### src/rtl/serial_le_cmp_pkg.sv
// serial_le_cmp_pkg: shared types and sizing helpers for the serial
// signed comparator (serial_le_cmp and its digit compare).
package serial_le_cmp_pkg;

  // Controller states
  typedef enum logic [1:0] {
    IDLE = 2'd0,
    RUN  = 2'd1,
    DONE = 2'd2
  } state_e;

  // Number of DIGIT-wide compare steps needed for a WIDTH-bit operand
  function automatic int n_digits(input int width, input int digit);
    return width / digit;
  endfunction

  // Counter width able to hold 0..n inclusive
  function automatic int cnt_w(input int n);
    return (n < 1) ? 1 : $clog2(n + 1);
  endfunction

endpackage

### src/rtl/serial_le_cmp_digit.sv
// le_cmp_digit: combinational compare of one DIGIT-bit unsigned slice.
// o_diff flags any difference, o_lt flags i_a < i_b.
module le_cmp_digit #(
  parameter int DIGIT = 4
) (
  input  logic [DIGIT-1:0] i_a,
  input  logic [DIGIT-1:0] i_b,
  output logic             o_diff,
  output logic             o_lt
);

  // Single-slice magnitude compare
  always_comb begin
    o_diff = (i_a != i_b);
    o_lt   = (i_a < i_b);
  end

endmodule

### src/rtl/serial_le_cmp.sv
// serial_le_cmp: MSB-first serial signed comparator producing a<=b, a<b,
// a==b with valid/ready on both sides. Operands are biased (MSB inverted)
// at capture so the signed compare becomes an unsigned digit-by-digit scan.
// Optional build macro SERIAL_LE_CMP_EARLY_EXIT_EN: leave RUN the cycle
// after the first differing digit instead of always scanning all digits.
module serial_le_cmp
  import serial_le_cmp_pkg::*;
#(
  parameter int WIDTH = 32,
  parameter int DIGIT = 4
) (
  input  logic             clk,
  input  logic             rst_n,
  input  logic             in_valid,
  output logic             in_ready,
  input  logic [WIDTH-1:0] a,
  input  logic [WIDTH-1:0] b,
  output logic             out_valid,
  input  logic             out_ready,
  output logic             le,
  output logic             lt,
  output logic             eq
);

  localparam int N  = n_digits(WIDTH, DIGIT);
  localparam int CW = cnt_w(N);
  localparam logic [WIDTH-1:0] MSB_BIAS = WIDTH'(1) << (WIDTH - 1);

  if ((WIDTH % DIGIT) != 0 || DIGIT < 1) begin : g_bad_cfg
    $error("serial_le_cmp: WIDTH (%0d) must be a multiple of DIGIT (%0d)", WIDTH, DIGIT);
  end

  state_e           r_state;
  state_e           w_state_nxt;
  logic [WIDTH-1:0] r_a;
  logic [WIDTH-1:0] r_b;
  logic [CW-1:0]    r_cnt;
  logic             r_decided;
  logic             r_lt_int;

  logic [DIGIT-1:0] w_dig_a;
  logic [DIGIT-1:0] w_dig_b;
  logic             w_diff;
  logic             w_lt;
  logic             w_run_done;

  assign w_dig_a = r_a[WIDTH-1 -: DIGIT];
  assign w_dig_b = r_b[WIDTH-1 -: DIGIT];

  le_cmp_digit #(.DIGIT(DIGIT)) u_digit (
    .i_a    (w_dig_a),
    .i_b    (w_dig_b),
    .o_diff (w_diff),
    .o_lt   (w_lt)
  );

`ifdef SERIAL_LE_CMP_EARLY_EXIT_EN
  // Once a digit has differed the answer is fixed, so stop scanning
  assign w_run_done = (r_cnt == CW'(N)) || r_decided;
`else
  // Fixed latency: always scan every digit
  assign w_run_done = (r_cnt == CW'(N));
`endif

  // State register
  always_ff @(posedge clk) begin
    if (!rst_n) r_state <= IDLE;
    else        r_state <= w_state_nxt;
  end

  // Next-state logic
  always_comb begin
    w_state_nxt = r_state;
    case (r_state)
      IDLE:    if (in_valid)   w_state_nxt = RUN;
      RUN:     if (w_run_done) w_state_nxt = DONE;
      DONE:    if (out_ready)  w_state_nxt = IDLE;
      default: w_state_nxt = IDLE;
    endcase
  end

  // Datapath: capture biased operands, then scan one digit per cycle
  always_ff @(posedge clk) begin
    if (!rst_n) begin
      r_a       <= '0;
      r_b       <= '0;
      r_cnt     <= '0;
      r_decided <= 1'b0;
      r_lt_int  <= 1'b0;
    end else begin
      case (r_state)
        IDLE: begin
          if (in_valid) begin
            r_a       <= a ^ MSB_BIAS;
            r_b       <= b ^ MSB_BIAS;
            r_cnt     <= '0;
            r_decided <= 1'b0;
            r_lt_int  <= 1'b0;
          end
        end
        RUN: begin
          if (!w_run_done) begin
            // First differing digit (from the MSB side) decides the order
            if (!r_decided && w_diff) begin
              r_decided <= 1'b1;
              r_lt_int  <= w_lt;
            end
            r_a   <= r_a << DIGIT;
            r_b   <= r_b << DIGIT;
            r_cnt <= r_cnt + CW'(1);
          end
        end
        default: ;
      endcase
    end
  end

  // Outputs: handshakes from state, flags only presented in DONE
  always_comb begin
    in_ready  = (r_state == IDLE);
    out_valid = (r_state == DONE);
    eq        = 1'b0;
    lt        = 1'b0;
    le        = 1'b0;
    if (r_state == DONE) begin
      eq = ~r_decided;
      lt = r_decided & r_lt_int;
      le = (r_decided & r_lt_int) | ~r_decided;
    end
  end

endmodule

### config.mk
export PLATFORM = sky130hd
export DESIGN_NAME = serial_le_cmp
export DESIGN_NICKNAME = d
export VERILOG_FILES = /design/src/rtl/serial_le_cmp_pkg.sv /design/src/rtl/serial_le_cmp_digit.sv /design/src/rtl/serial_le_cmp.sv
export SDC_FILE = /design/constraint.sdc
export NUM_CORES = 1
export LEC_CHECK = 0
export CELL_PAD_IN_SITES_DETAIL_PLACEMENT = 1
export CELL_PAD_IN_SITES_GLOBAL_PLACEMENT = 1
export CORE_MARGIN = 8
export CORE_UTILIZATION = 35
export CTS_CLUSTER_DIAMETER = 30
export CTS_CLUSTER_SIZE = 24
export DETAILED_ROUTE_END_ITERATION = 8
export HOLD_SLACK_MARGIN = 0.06
export PLACE_DENSITY_LB_ADDON = 0.1
export SLEW_MARGIN = 20
export SYNTH_ARGS = -nofsm -noshare
export SYNTH_HDL_FRONTEND = slang
export SYNTH_SLANG_ARGS = --single-unit
export TNS_END_PERCENT = 50
### constraint.sdc
create_clock -name clk -period 1.6 [get_ports clk]
set_input_delay 0.32 -clock clk [delete_from_list [all_inputs] [get_ports clk]]
set_output_delay 0.32 -clock clk [all_outputs]
set_load 0.03 [all_outputs]
==> impl_metrics.yaml <==
routing:
  drt_iter0_markers: 90
  wirelength_mm: 9.10
  drtPass1Iterations: 4
  wire_per_inst_um: 16.2
  remaining_drc_errors: 0
  final_antenna_net_count: 0
  vias: 2787
  via_per_inst: 4.95
sta:
  rsz0062_at_grt: "true"
  timing.fmax_mhz: 604
  clock_skew_ps: 12.6
  layout_setup_ws_ps: -56.9
  hold_viol: 0
  drv_slew: 0
  tightest_slew_ps: 279
  relSlewSlack: 0.809
  min_period_ps: 1660
  finalSetupViolCount: 57
  fin_crit_sh: 1.04
finish:
  multi_input_area_mm2: 0.00191
  area_growth_pct: 43.0
  register_area_mm2: 0.00145
  post-route-util: 0.505
  drive_gt1_frac: 0.191
  fillers: 1060
  final_nets: 499
  n_antenna_cell: 0
clock_tree:
  path_clk_slew_ps: 80
  clk_latency_ps: 350
  cts_buffers: 9
  clockBufferDepth: 2
  cts_tree: "built"
  htreeDepth: 3
  cts.root.buffer_cell: "clkbuf_8"
  postCtsHoldBufs: 0
  cts.sink_count: 72
global_routing:
  grt_max_degree: 25
  grt.overflow.total: 0
  track_usage: 0.140
  antenna_found_initial: 0
  grt_pass1_vias: 3029
  grt_first_pass_wirelength_mm: 14.6
logic_synthesis:
  synth_common_cells: "dfxtp_1 (72), nand2_1 (63), mux2i_1 (55)"
  ys_seq_elements: 72
  ys_warn_count: 0
  ys_seq_area_frac: 0.425
  synthArstFlopShare: 0
  syn_area_mm2: 0.00339
  synth_nets: 416
  synth_cell_types: 32
  synth_top_area_cell: "dfxtp_1"
  synthMostInstantiatedCell: "dfxtp_1"
  synth_flop_cell: "dfxtp_1"
  syn_area_per_cell_um2: 9.91
  synth_top_area_frac: 0.425
  synthTopCellsByArea: "dfxtp_1 (43%), mux2i_1 (16%), o211a_1 (16%)"
  synth_edf_count: 0
  syn_inst: 342
job:
  cap_violations: 0
floorplanning:
  core_area_mm2: 0.00959
  initial_utilization: 0.353
  rows: 36
  die_area_mm2: 0.0131
  die_h_um: 114
  ios: 73
  die_x_um: 114
critical_path:
  cp.required_ps: 1840
  critPathMaxFanout: 9
  path_common_cell: "buf_6"
  cp_slowest_stage_delay_ps: 330
  cp.arrival_ps: 1900
  cp-end-kind: "flop"
  cp_cell_sequence: "inv_2 -> ha_4 -> and4b_1 -> buf_6 -> nor3_4 -> buf_6 -> clkbuf_16 -> nand2_1 -> o211a_1"
  critPathKind: "reg2reg"
  slowest_stage: "dfxtp_2"
  critPathLaunchType: "flop"
hold_path:
  hp-class: "in2reg"
pwr:
  power.total_mw: 4.84
  ir_drop_mv: 0.487
  power_density_mw_per_mm2: 998
  p_leak_nw: 2.58
placement:
  dp_hpwl_mm: 6.33
  place.gp.congestion: 0.762
  port_buffers: 72
run_status:
  failed_checks: "setup timing"
  status: "finished, violations left"
cell type report:
class / count / share of cell area
inverter: 8 / 0.00620
multi-input combinational: 233 / 0.394
clock inverter: 5 / 0.0165
clock buffer: 11 / 0.0292
tap: 133 / 0.0343
timing repair buffer: 101 / 0.221
sequential: 72 / 0.299
flip-flops by register name (all words and copies together) (netlist names):
signal     count
r_state        2
r_lt_int       1
r_a           32
r_b           32
r_decided      1
r_cnt          4
cell usage in the layout (no fill, tap or decap), drive strengths merged, types with 8 or more instances in the layout:
| master | count |
|---|---|
| a22oi | 8 |
| buf | 32 |
| clkbuf | 14 |
| clkdlybuf4s50 | 66 |
| dfxtp | 72 |
| inv | 8 |
| mux2i | 55 |
| nand2 | 63 |
| nor2b | 10 |
| o211a | 54 |
final timing paths:
check	startpoint	to	slack [ps]	cells after the start
hold reg to reg	r_b[31]	r_b[31]	460	2
setup / recovery	r_cnt[0]	r_a[10]	-60	9
setup reg to reg	r_cnt[0]	r_a[10]	-60	9
hold / removal	rst_n	r_a[20]	350	2
kinds of logic after synthesis:
family | synth area share
compound gates | 0.209
mux | 0.162
fa+ha+maj | 0.0221
flops | 0.425
simple gates | 0.130
buf+inv | 0.0517
layer usage:
metal | wire, µm | vias up | part of all wire | GRT usage
li1 | - | 1390 | - | -
met4 | 64 | 0 | 0.0070 | 0.0453
met2 | 4290 | 46 | 0.47 | 0.227
met3 | 332 | 5 | 0.036 | 0.0385
met5 | 0 | - | 0 | 0
met1 | 4410 | 1346 | 0.49 | 0.175
critical path, delay by kind of cell (launching register included):
family                   cells  cell delay (ps)
adder cells (fa/ha/maj)      1              140
buffers and inverters        4              550
AO/OA/AOI/OAI                1              120
flip-flops                   1              330
AND/OR/NAND/NOR              3              410
power by group:
| group | internal (mW) | switching [mW] | leakage [nW] | total (mW) |
|---|---|---|---|---|
| registers | 1.98 | 0.111 | 0.598 | 2.09 |
| clock network | 0.919 | 0.693 | 0.106 | 1.61 |
| logic | 0.631 | 0.509 | 1.88 | 1.14 |
per-stage QoR:
step / hold slack [ps] / instances / TNS (ps) / instance area (µm²) / setup WS [ps]
6_report: 351 / 563 / -1650 / 4850 / -56.9
5_1_grt: 340 / 563 / -6060 / 4850 / -126
4_1_cts: 338 / 561 / -1420 / 4710 / -53.5
3_5_place_dp: 473 / 543 / -18220 / 4400 / -318
3_3_place_gp: 463 / 543 / -16790 / 4400 / -267
2_1_floorplan: 441 / 342 / -296 / 3400 / -72.4
what timing repair did:
action / in CTS / in global routing
hold endpoints to repair: 0 / 0
cloned: 1 / 2
pin swaps: 0 / 7
setup buffers: 1 / 1
setup endpoints to repair: 63 / 72
gates resized for setup: 15 / 32
(Power assumes the default switching activity.)
